`config.mk`:
```
export PLATFORM = sky130hd
export DESIGN_NAME = ro_pair_compare
export DESIGN_NICKNAME = d
export VERILOG_FILES = /design/src/rtl/ro_pair_compare.sv
export SDC_FILE = /design/constraint.sdc
export NUM_CORES = 1
export LEC_CHECK = 0
export CAP_MARGIN = 10
export CORE_AREA = 10 10 116 118
export CTS_CLUSTER_SIZE = 30
export DETAILED_ROUTE_END_ITERATION = 10
export DIE_AREA = 0 0 126 128
export DONT_BUFFER_PORTS = 1
export PLACE_DENSITY = 0.67
export SLEW_MARGIN = 5
export SYNTH_ARGS = -nofsm -noshare
export SYNTH_HDL_FRONTEND = slang
export SYNTH_SLANG_ARGS = --single-unit
```
`constraint.sdc`:
```
create_clock -name clk -period 3.2 [get_ports clk]
set_input_delay 0.16 -clock clk [delete_from_list [all_inputs] [get_ports clk]]
set_output_delay 0.16 -clock clk [all_outputs]
set_load 0.01 [all_outputs]
```
`src/rtl/ro_pair_compare.sv`:
```
// Ring-oscillator pair measurement: gate both ROs on, count synchronized rising edges over a window, compare.
// Latency SETTLE_CYCLES+WINDOW+1 clk from accepted start to done; no backpressure, start ignored while busy.
module ro_pair_compare #(
  parameter int CNT_WIDTH     = 16,
  parameter int WINDOW        = 1000,
  parameter int SETTLE_CYCLES = 16
) (
  input  logic                 clk,
  input  logic                 reset,
  input  logic                 start,
  input  logic                 ro_a,
  input  logic                 ro_b,
  output logic                 ro_enable,
  output logic                 busy,
  output logic                 done,
  output logic                 response,
  output logic                 tie,
  output logic [CNT_WIDTH-1:0] count_a,
  output logic [CNT_WIDTH-1:0] count_b
);

  localparam int TMAX = (WINDOW > SETTLE_CYCLES) ? WINDOW : SETTLE_CYCLES;
  localparam int TW   = $clog2(TMAX) + 1;
  localparam logic [TW-1:0]        SETTLE_LOAD = TW'(SETTLE_CYCLES - 1);
  localparam logic [TW-1:0]        WINDOW_LOAD = TW'(WINDOW - 1);
  localparam logic [CNT_WIDTH-1:0] CNT_MAX     = '1;

  typedef enum logic [1:0] {IDLE, SETTLE, MEASURE, DONE} state_t;

  state_t               state_q, state_d;
  logic [TW-1:0]        tmr_q, tmr_d;
  logic [2:0]           pipe_a_q, pipe_a_d;
  logic [2:0]           pipe_b_q, pipe_b_d;
  logic [CNT_WIDTH-1:0] cnt_a_q, cnt_a_d;
  logic [CNT_WIDTH-1:0] cnt_b_q, cnt_b_d;
  logic [CNT_WIDTH-1:0] count_a_q, count_a_d;
  logic [CNT_WIDTH-1:0] count_b_q, count_b_d;
  logic                 response_q, response_d;
  logic                 tie_q, tie_d;
  logic                 done_q, done_d;
  logic                 ro_enable_q, ro_enable_d;
  logic                 edge_a, edge_b;

  // Bits [1:0] are the synchronizer, bit 2 is the edge-detect history.
  assign pipe_a_d = {pipe_a_q[1:0], ro_a};
  assign pipe_b_d = {pipe_b_q[1:0], ro_b};
  assign edge_a   = pipe_a_q[1] & ~pipe_a_q[2];
  assign edge_b   = pipe_b_q[1] & ~pipe_b_q[2];

  always_comb begin
    state_d    = state_q;
    tmr_d      = tmr_q;
    cnt_a_d    = cnt_a_q;
    cnt_b_d    = cnt_b_q;
    count_a_d  = count_a_q;
    count_b_d  = count_b_q;
    response_d = response_q;
    tie_d      = tie_q;
    case (state_q)
      IDLE: begin
        if (start) begin
          state_d = SETTLE;
          tmr_d   = SETTLE_LOAD;
          cnt_a_d = '0;
          cnt_b_d = '0;
        end
      end
      SETTLE: begin
        if (tmr_q == '0) begin
          state_d = MEASURE;
          tmr_d   = WINDOW_LOAD;
        end else begin
          tmr_d = tmr_q - 1'b1;
        end
      end
      MEASURE: begin
        if (edge_a && cnt_a_q != CNT_MAX) cnt_a_d = cnt_a_q + 1'b1;
        if (edge_b && cnt_b_q != CNT_MAX) cnt_b_d = cnt_b_q + 1'b1;
        // Results latch on the edge entering DONE, including this cycle's edges.
        if (tmr_q == '0) begin
          state_d    = DONE;
          count_a_d  = cnt_a_d;
          count_b_d  = cnt_b_d;
          response_d = cnt_a_d > cnt_b_d;
          tie_d      = cnt_a_d == cnt_b_d;
        end else begin
          tmr_d = tmr_q - 1'b1;
        end
      end
      DONE:    state_d = IDLE;
      default: state_d = IDLE;
    endcase
    ro_enable_d = (state_d == SETTLE) || (state_d == MEASURE);
    done_d      = (state_d == DONE);
  end

  always_ff @(posedge clk) begin
    if (reset) begin
      state_q     <= IDLE;
      tmr_q       <= '0;
      pipe_a_q    <= '0;
      pipe_b_q    <= '0;
      cnt_a_q     <= '0;
      cnt_b_q     <= '0;
      count_a_q   <= '0;
      count_b_q   <= '0;
      response_q  <= 1'b0;
      tie_q       <= 1'b0;
      done_q      <= 1'b0;
      ro_enable_q <= 1'b0;
    end else begin
      state_q     <= state_d;
      tmr_q       <= tmr_d;
      pipe_a_q    <= pipe_a_d;
      pipe_b_q    <= pipe_b_d;
      cnt_a_q     <= cnt_a_d;
      cnt_b_q     <= cnt_b_d;
      count_a_q   <= count_a_d;
      count_b_q   <= count_b_d;
      response_q  <= response_d;
      tie_q       <= tie_d;
      done_q      <= done_d;
      ro_enable_q <= ro_enable_d;
    end
  end

  assign ro_enable = ro_enable_q;
  assign busy      = (state_q != IDLE);
  assign done      = done_q;
  assign response  = response_q;
  assign tie       = tie_q;
  assign count_a   = count_a_q;
  assign count_b   = count_b_q;

endmodule

```
==> flow_summary.toml, run 1 <==
[global_routing]
grt_antenna_before_repair = 1
global_route.overflow_total = 0
global_route.usage.total = 0.156
number_of_global_route_vias_before_repair = 3961
grt_pass1_wl_mm = 20.4
grt_start_max_net_pins = 60

[synthesis]
ys_async_sr_fraction = 0
synth_simple_gate_area_frac = 0.260
synth_xor_area_frac = 0.0484
synth.top_cell.area_share = 0.356
post_synth_main_area_contributors = "sky130_fd_sc_hd__dfxtp_1 (36%), sky130_fd_sc_hd__ha_1 (6.1%), sky130_fd_sc_hd__nor2_1 (4.8%), sky130_fd_sc_hd__a21oi_1 (4.3%), sky130_fd_sc_hd__a211oi_1 (3.7%)"
cell_area_synth_um2 = 4890
synthesis.instances = 574
dominant_combinational_cell_family_by_area_after_synthesis = "simple AND/OR/NAND/NOR gates"
synth_cell_types = 65
postSynthRegisterBits = 87
synth.net_count = 603
synth_edf_count = 0
synth_top_area_cell = "sky130_fd_sc_hd__dfxtp_1"
yosys_warnings = 0
syn_avg_cell_area_um2 = 8.52
seq_area_frac_synth = 0.356
synthFlopType = "sky130_fd_sc_hd__dfxtp_1"
synth_mux_area_frac = 0.0113
compound_gate_fraction_of_synth_area = 0.215
synth_adder_area_share = 0.0614

[routing]
route.final.wire_length_mm = 12.6
post_drt_via_cell_ratio = 5.83
dr_total_vias = 4196
antenna_left = 0
wire_length_per_cell_after_detailed_routing_um = 17.5
drt_first_iter_violations = 317
pre_antenna_drt_iters = 5
detail_route.drc_violations = 0

[power_and_ir_drop]
p_clk_frac = 0.387
p_total_mw = 2.54
cellInternalPower_mw = 1.80
p_sw_frac = 0.292
power_density_cells_nw_per_um2 = 474
p_switching_mw = 0.740
max-vdd-ir-drop_uv = 371
power_frac_seq = 0.459
power_frac_comb = 0.154
p_leak_nw = 1.97

[finish]
n_fill_cell = 1073
num_antenna_cells = 0
drive_above_1_share = 0.0884
footprint_of_the_multi_input_gates_um2 = 2930
final_net_count = 601
syn2layout_area_growth_pct = 9.47
seq_area_um2 = 1740

[clock_tree]
clockRootBuffer = "sky130_fd_sc_hd__clkbuf_16"
clkTransAtPathRegs_ps = 60
post-cts-setup-buffers = 0
tritoncts_clock_tree = "yes"
cts.sink_count = 87
cts-buffers-inserted = 9
htree_levels = 3
maximum_count_of_clock_buffers_along_a_single_path = 2
clock_insertion_delay_worst_skew_ps = 350

[min_path]
hold-path-endpoint = "count_b[7]"
hold_path_class = "in2reg"
hold-path-cell-count = 2
hold_path_startpoint = "reset"

[place]
place.gp.congestion = 0.882
post-place-ws_ps = 157
dp_hpwl_mm = 9.17
port_buf_inserts = 0

[timing]
final.setup.tns_ps = 0
timing_worst_slew_pin_value_ps = 811
period_share = 0.947
post-route-min-period_ps = 3030
final_hold_violations = 0
slew_violations = 0
max_slew_margin = 0.459
postLayoutSetupSlackWorst_ps = 170
rsz0062_at_grt = "no"
max_freq_mhz = 330
setup_skew_after_layout_ps = 7.88
setup_viol_count_final = 0

[worst_setup_path]
crit-reg2reg-capture = "response"
arrival_ps = 3250
crit_path_buf_inv_count = 0
worst-path-max-fanout = 10
setup.reg_to_reg.worst_slack_ps = 170
slowest_delay_ps = 440
endpoint_kind = "flip-flop"
worst_r2r_path_depth = 10
cell_chain_critical_path = "and4_1 -> nand3_4 -> o311ai_4 -> mux2i_1 -> ha_1 -> nor2b_1 -> o211ai_1 -> a2111oi_1 -> nor4b_1 -> o22ai_1"
startpoint_type_of_the_worst_setup_path = "flip-flop"
critPathKind = "reg2reg"
worst_path_dominant_cell_family = "simple AND/OR/NAND/NOR gates"
critical_path.reg2reg.startpoint = "cnt_b_q[11]"
slowest_stage = "sky130_fd_sc_hd__dfxtp_1"
req_time_crit_path_ps = 3420

[die]
placementRows = 39
die_width_um = 126
die_h_um = 128
die_area_um2 = 16100
initial_core_util = 0.436
core_um2 = 11200
ioPinCount = 42

[flow_run]
max_cap_viol_count = 0

[status]
status = "completed"
[how the worst max path moves through the flow]
stage / start / endpoint / depth (start not counted)
finish: cnt_b_q[11] / response / 10
global route: cnt_a_q[0] / response / 11
CTS: cnt_b_q[1] / tie / 10
detailed placement: cnt_b_q[1] / tie / 10
global placement: cnt_a_q[0] / response / 12
floorplan: cnt_b_q[0] / response / 10
[per-layer routing]
metal / global-route usage / up-vias / wire length (µm)
li1: - / 2087 / -
met1: 0.184 / 1946 / 5300
met2: 0.241 / 140 / 5590
met3: 0.0687 / 23 / 1380
met4: 0.0717 / 0 / 343
met5: 0 / - / 0
[sequential cells by signal (all words and copies together), names as in the netlist]
signal and flops:
done 1, response 1, tmr_q 11, ro_enable 1
pipe_b_q 3, cnt_b_q 16, count_a 16, pipe_a_q 3
count_b 16, cnt_a_q 16, state_q 2, tie 1
[timing repair]
| action | in CTS | in global routing |
|---|---|---|
| gates resized for setup | 0 | 3 |
| hold buffers | 4 | 0 |
| setup endpoints to repair | 0 | 2 |
| hold endpoints to repair | 57 | 0 |
[cell type report]
cell class | count | share of cell area
clock inverter | 6 | 0.00865
clock buffer | 10 | 0.0428
inverter | 29 | 0.0203
timing repair buffer | 12 | 0.0220
tap | 143 | 0.0334
multi-input combinational | 433 | 0.547
sequential | 87 | 0.325
[cell families after synthesis]
group / count (synthesis)
flip-flops: 87
adder cells (fa/ha/maj): 24
XOR/XNOR: 27
AND/OR/NAND/NOR: 221
buffers and inverters: 54
AO/OA/AOI/OAI: 156
multiplexers: 5
[through the flow]
step	hold WS, ps	util	instances	area [µm²]
after CTS	0.795	0.476	720	5340
after global routing	4.81	0.477	720	5350
after global placement	238	0.446	700	5010
after floorplan	288	-	574	4890
after detailed placement	237	0.446	700	5010
final	13.2	0.477	720	5350
[cell usage in the layout (no fill, tap or decap), types with 3 or more instances in the layout]
cell,count
sky130_fd_sc_hd__a21oi_1,42
sky130_fd_sc_hd__xor2_1,9
sky130_fd_sc_hd__dlygate4sd3_1,3
sky130_fd_sc_hd__nor4b_4,3
sky130_fd_sc_hd__nand3b_1,6
sky130_fd_sc_hd__inv_1,29
sky130_fd_sc_hd__or3_1,7
sky130_fd_sc_hd__o21a_1,9
sky130_fd_sc_hd__o21ai_0,26
sky130_fd_sc_hd__nand2b_1,10
sky130_fd_sc_hd__a211oi_1,24
sky130_fd_sc_hd__o22ai_1,6
sky130_fd_sc_hd__buf_4,8
sky130_fd_sc_hd__o31ai_1,4
sky130_fd_sc_hd__o211ai_1,5
sky130_fd_sc_hd__mux2i_1,4
sky130_fd_sc_hd__a21o_1,3
sky130_fd_sc_hd__nor2b_1,14
sky130_fd_sc_hd__dfxtp_1,87
sky130_fd_sc_hd__xnor2_1,18
sky130_fd_sc_hd__nor4_1,4
sky130_fd_sc_hd__clkbuf_16,9
sky130_fd_sc_hd__nor3_1,11
sky130_fd_sc_hd__and3_1,10
sky130_fd_sc_hd__nand3_1,18
sky130_fd_sc_hd__ha_1,24
sky130_fd_sc_hd__nor2_1,63
sky130_fd_sc_hd__o21ai_1,3
sky130_fd_sc_hd__nand4_1,13
sky130_fd_sc_hd__nand2_1,38
sky130_fd_sc_hd__a31oi_1,16
[cells in the mapped netlist (all sizes together) (2+ instances only)]
library cell / n
nand2: 38
a22o: 2
clkbuf: 16
nand4: 15
a41oi: 2
nor4b: 4
o31ai: 4
a211oi: 26
a31oi: 16
o21ai: 29
inv: 29
or3: 7
dfxtp: 87
nor2: 64
and3b: 2
o211ai: 5
and4: 3
buf: 9
nor4: 6
nand3b: 6
xor2: 9
xnor2: 18
nor3: 13
nor2b: 14
o22ai: 6
and3: 10
o21a: 9
ha: 24
nand3: 22
a21o: 3
a21oi: 43
a2111oi: 2
or4: 2
nand4b: 2
nand2b: 10
mux2i: 4
[power by group through the flow]
stage	Clock, mW	Sequential [mW]	Combinational [mW]
4_1_cts	1.01	1.17	0.390
6_report	0.982	1.17	0.391
3_3_place_gp	0	1.19	0.362
5_1_grt	1.05	1.17	0.442
3_5_place_dp	0	1.19	0.368
2_1_floorplan	0	1.18	0.298
Note: power is estimated with default switching activity, not from simulation.
==> run 2, diff against run 1 <==
Settings changed: CORE_AREA 10 10 116 118 to 10 10 102 104, DIE_AREA 0 0 126 128 to 0 0 112 114, PLACE_DENSITY 0.67 to 0.82.
==> flow_summary.toml, run 2 (same netlist as run 1, synthesis figures left out) <==
[timing]
post-route-min-period_ps = 3050
rsz0062_at_grt = "no"
setup_skew_after_layout_ps = 9.75
final_hold_violations = 0
max_freq_mhz = 328
max_slew_margin = 0.491
slew_violations = 0
period_share = 0.953
final.setup.tns_ps = 0
setup_viol_count_final = 0
timing_worst_slew_pin_value_ps = 761

[flow_run]
max_cap_viol_count = 0

[die]
core_um2 = 8470
die_area_um2 = 12800
die_width_um = 112
placementRows = 34
ioPinCount = 42
die_h_um = 114
initial_core_util = 0.578

[status]
status = "completed"

[global_routing]
grt_start_max_net_pins = 58
global_route.usage.total = 0.199
grt_antenna_before_repair = 0
grt_pass1_wl_mm = 21.1
global_route.overflow_total = 0
number_of_global_route_vias_before_repair = 4177

[finish]
n_fill_cell = 714
num_antenna_cells = 0
most_frequent_standard_cell_in_the_layout_excluding_fill_and_tap_cells = "sky130_fd_sc_hd__dfxtp_1"
mostFrequentLayoutCells = "sky130_fd_sc_hd__dfxtp_1 (85), sky130_fd_sc_hd__nor2_1 (62), sky130_fd_sc_hd__a21oi_1 (42)"
syn2layout_area_growth_pct = 10.2
drive_above_1_share = 0.116
fin_area_um2 = 5390
final_net_count = 603
postLayoutCoreUtil = 0.636

[clock_tree]
clkTransAtPathRegs_ps = 80
maximum_count_of_clock_buffers_along_a_single_path = 2
clockRootBuffer = "sky130_fd_sc_hd__clkbuf_8"
cts.sink_count = 87
tritoncts_clock_tree = "yes"
htree_levels = 3
cts-buffers-inserted = 9
clock_insertion_delay_worst_skew_ps = 370

[worst_setup_path]
startpoint_type_of_the_worst_setup_path = "flip-flop"
critPathKind = "reg2reg"
endpoint_kind = "flip-flop"
worst-path-max-fanout = 7
req_time_crit_path_ps = 3430
arrival_ps = 3280

[place]
dp_hpwl_mm = 8.93
place_area_um2 = 4940
port_buf_inserts = 0
place.gp.congestion = 0.880

[routing]
post_drt_via_cell_ratio = 6.38
detail_route.drc_violations = 0
drt_first_iter_violations = 368
pre_antenna_drt_iters = 5
route.final.wire_length_mm = 13.0
wire_length_per_cell_after_detailed_routing_um = 19.0
antenna_left = 0
dr_total_vias = 4383

[power_and_ir_drop]
power_density_cells_nw_per_um2 = 481
max-vdd-ir-drop_uv = 493
p_leak_nw = 2.00
p_total_mw = 2.59

[min_path]
hold_path_class = "in2reg"
## run 2: final cells by class
class / instances / area [µm²] / share of cell area
timing repair buffer: 14 / 133 / 0.0246
multi-input combinational: 433 / 3000 / 0.556
sequential: 87 / 1740 / 0.324
clock buffer: 11 / 141 / 0.0262
inverter: 29 / 109 / 0.0202
tap: 108 / 135 / 0.0251
clock inverter: 5 / 129 / 0.0239
## run 2: path summary, 6_finish.rpt
check                    from           to  slack [ps]  depth (start not counted)
hold reg to reg   pipe_a_q[0]  pipe_a_q[1]         450                          1
hold / removal          reset   count_b[7]           8                          2
setup / recovery   cnt_b_q[0]     response         150                         11
setup reg to reg   cnt_b_q[0]     response         150                         11
## run 2: power by group
| part | leakage, nW | switching, mW | internal, mW | total, mW |
|---|---|---|---|---|
| sequential | 0.705 | 0.0482 | 1.12 | 1.17 |
| clock | 0.134 | 0.408 | 0.621 | 1.03 |
| combinational | 1.16 | 0.246 | 0.149 | 0.396 |
## run 2: critical path, cell delays in order (launching register included)
cell and delay (ps):
sky130_fd_sc_hd__dfxtp_1 400, sky130_fd_sc_hd__ha_1 260, sky130_fd_sc_hd__nand3b_1 250, sky130_fd_sc_hd__a2111oi_4 260, sky130_fd_sc_hd__buf_4 200, sky130_fd_sc_hd__and3_1 220
sky130_fd_sc_hd__xnor2_1 140, sky130_fd_sc_hd__ha_1 340, sky130_fd_sc_hd__nand4_1 240, sky130_fd_sc_hd__nor4_2 400, sky130_fd_sc_hd__or3_1 160, sky130_fd_sc_hd__o22ai_1 60
## run 2: repair_timing
| action | CTS | global route |
|---|---|---|
| gates resized for setup | 0 | 18 |
| buffers inserted | 0 | 5 |
| endpoints found under the hold margin | 57 | 0 |
| setup endpoints to repair | 0 | 2 |
| hold buffers | 4 | 0 |
## run 2: through the flow
step,instances,setup WS [ps],hold WS (ps)
after floorplan,574,557,288
after global placement,662,291,243
after detailed placement,662,119,240
after CTS,682,74.1,0.566
after global routing,687,25.3,10.0
final,687,150,8.05
## run 2: metal layers
metal  global-route usage  part of all wire  vias to the layer above
li1                     -                 -                     2080
met1                0.229              0.40                     2079
met2                0.326              0.48                      179
met3               0.0735             0.090                       45
met4               0.0871             0.034                        0
met5                    0                 0                        -
==> run 3, diff against run 2 <==
Settings changed: RECOVER_POWER set to 50.
==> flow_summary.toml, run 3 (same netlist as run 1, synthesis figures left out) <==
[die]
die_width_um = 112
ioPinCount = 42
die_area_um2 = 12800
initial_core_util = 0.578
die_h_um = 114
core_um2 = 8470
placementRows = 34

[clock_tree]
cts.sink_count = 87
tritoncts_clock_tree = "yes"
htree_levels = 3
clkTransAtPathRegs_ps = 90
maximum_count_of_clock_buffers_along_a_single_path = 2
clock_insertion_delay_worst_skew_ps = 360
cts-buffers-inserted = 9
clockRootBuffer = "sky130_fd_sc_hd__clkbuf_8"

[status]
status = "complete, but fails checks"
failed_checks = "hold timing"

[routing]
route.final.wire_length_mm = 13.0
dr_total_vias = 4382
drt_first_iter_violations = 311
met2_length_mm = 6.22
routed.top_layer = "met4"
antenna_left = 0
detail_route.drc_violations = 0
route.met3.wl_mm = 1.25
met1Wirelength_mm = 5.10
pre_antenna_drt_iters = 5
wire_length_per_cell_after_detailed_routing_um = 18.9
post_drt_via_cell_ratio = 6.38

[place]
place.detailed.instances = 662
port_buf_inserts = 0
dp_hpwl_mm = 8.93
place.gp.congestion = 0.880

[worst_setup_path]
startpoint_type_of_the_worst_setup_path = "flip-flop"
req_time_crit_path_ps = 3430
critPathKind = "reg2reg"
endpoint_kind = "flip-flop"
worst-path-max-fanout = 7
arrival_ps = 3270

[finish]
mostFrequentLayoutCells = "sky130_fd_sc_hd__dfxtp_1 (85), sky130_fd_sc_hd__nor2_1 (62), sky130_fd_sc_hd__a21oi_1 (42)"
n_fill_cell = 717
most_frequent_standard_cell_in_the_layout_excluding_fill_and_tap_cells = "sky130_fd_sc_hd__dfxtp_1"
syn2layout_area_growth_pct = 9.52
stdcell_count = 687
final_net_count = 603
drive_above_1_share = 0.107
num_antenna_cells = 0

[timing]
period_share = 0.952
max_freq_mhz = 328
max_slew_margin = 0.447
fin_hold_ws_ps = -1.09
post-route-min-period_ps = 3050
rsz0062_at_grt = "no"
setup_viol_count_final = 0
setup_skew_after_layout_ps = 9.11
timing_worst_slew_pin_value_ps = 830
slew_violations = 0
final.setup.tns_ps = 0
final_hold_violations = 1

[flow_run]
max_cap_viol_count = 0

[global_routing]
global_route.usage.total = 0.199
global_route.overflow_total = 0
number_of_global_route_vias_before_repair = 4177
grt_pass1_wl_mm = 21.1
grt_antenna_before_repair = 0
grt_start_max_net_pins = 58

[power_and_ir_drop]
p_leak_nw = 1.99
power_density_cells_nw_per_um2 = 483
max-vdd-ir-drop_uv = 491

[min_path]
hold_path_class = "in2reg"
-- run 3: cell types whose count changed in the layout (fill, tap and decap cells not counted) --
cell,previous run,this run
sky130_fd_sc_hd__buf_4,10,7
sky130_fd_sc_hd__clkbuf_1,1,3
sky130_fd_sc_hd__clkbuf_2,0,1
sky130_fd_sc_hd__nand3_1,17,18
sky130_fd_sc_hd__nand3_2,4,3
sky130_fd_sc_hd__nand4_1,13,14
sky130_fd_sc_hd__nand4_2,1,0
sky130_fd_sc_hd__nor3_1,11,12
sky130_fd_sc_hd__nor3_4,1,0
-- run 3: power breakdown --
group	switching [mW]	internal, mW
Combinational	0.243	0.148
Sequential	0.0480	1.12
Clock	0.409	0.621
-- run 3: metrics by stage --
stage	power [mW]	setup WS, ps	area (µm²)	utilization
detailed placement	1.56	119	4940	0.584
floorplan	1.48	557	4890	-
global placement	1.54	291	4940	0.584
global route	2.69	25.2	5360	0.633
finish	2.59	153	5360	0.633
CTS	2.58	74.1	5270	0.623
-- run 3: worst paths after layout --
| path | from | endpoint | slack [ps] | cells after the start |
|---|---|---|---|---|
| worst max register to register | cnt_b_q[0] | response | 150 | 11 |
| worst min-delay path | reset | response | -1 | 2 |
| worst max-delay path | cnt_b_q[0] | response | 150 | 11 |
| worst min register to register | pipe_a_q[0] | pipe_a_q[1] | 450 | 1 |
-- run 3: critical path, cell delays in order, from the launching register on --
cell and delay, ps:
sky130_fd_sc_hd__dfxtp_1 400, sky130_fd_sc_hd__ha_1 260, sky130_fd_sc_hd__nand3b_1 250, sky130_fd_sc_hd__a2111oi_4 260, sky130_fd_sc_hd__buf_4 200, sky130_fd_sc_hd__and3_1 220
sky130_fd_sc_hd__xnor2_1 140, sky130_fd_sc_hd__ha_1 330, sky130_fd_sc_hd__nand4_1 240, sky130_fd_sc_hd__nor4_2 400, sky130_fd_sc_hd__or3_1 160, sky130_fd_sc_hd__o22ai_1 60
-- run 3: layout make-up --
type / count / area (µm²) / area share
clock buffers: 11 / 141 / 0.0264
clock inverters: 5 / 129 / 0.0241
inverters: 29 / 109 / 0.0203
multi-input cells: 433 / 2970 / 0.555
flip-flops and latches: 87 / 1740 / 0.326
well taps: 108 / 135 / 0.0252
repair buffers: 14 / 123 / 0.0229
-- run 3: what timing repair did --
action / in CTS / in global routing
resized for setup: 0 / 18
setup endpoints to repair: 0 / 2
hold endpoints to repair: 57 / 0
hold buffers: 4 / 0
setup buffers: 0 / 5
-- run 3: metal layers --
| metal | vias to the layer above | GRT usage |
|---|---|---|
| met2 | 188 | 0.326 |
| met5 | - | 0 |
| met1 | 2064 | 0.229 |
| li1 | 2086 | - |
| met4 | 0 | 0.0871 |
| met3 | 44 | 0.0735 |
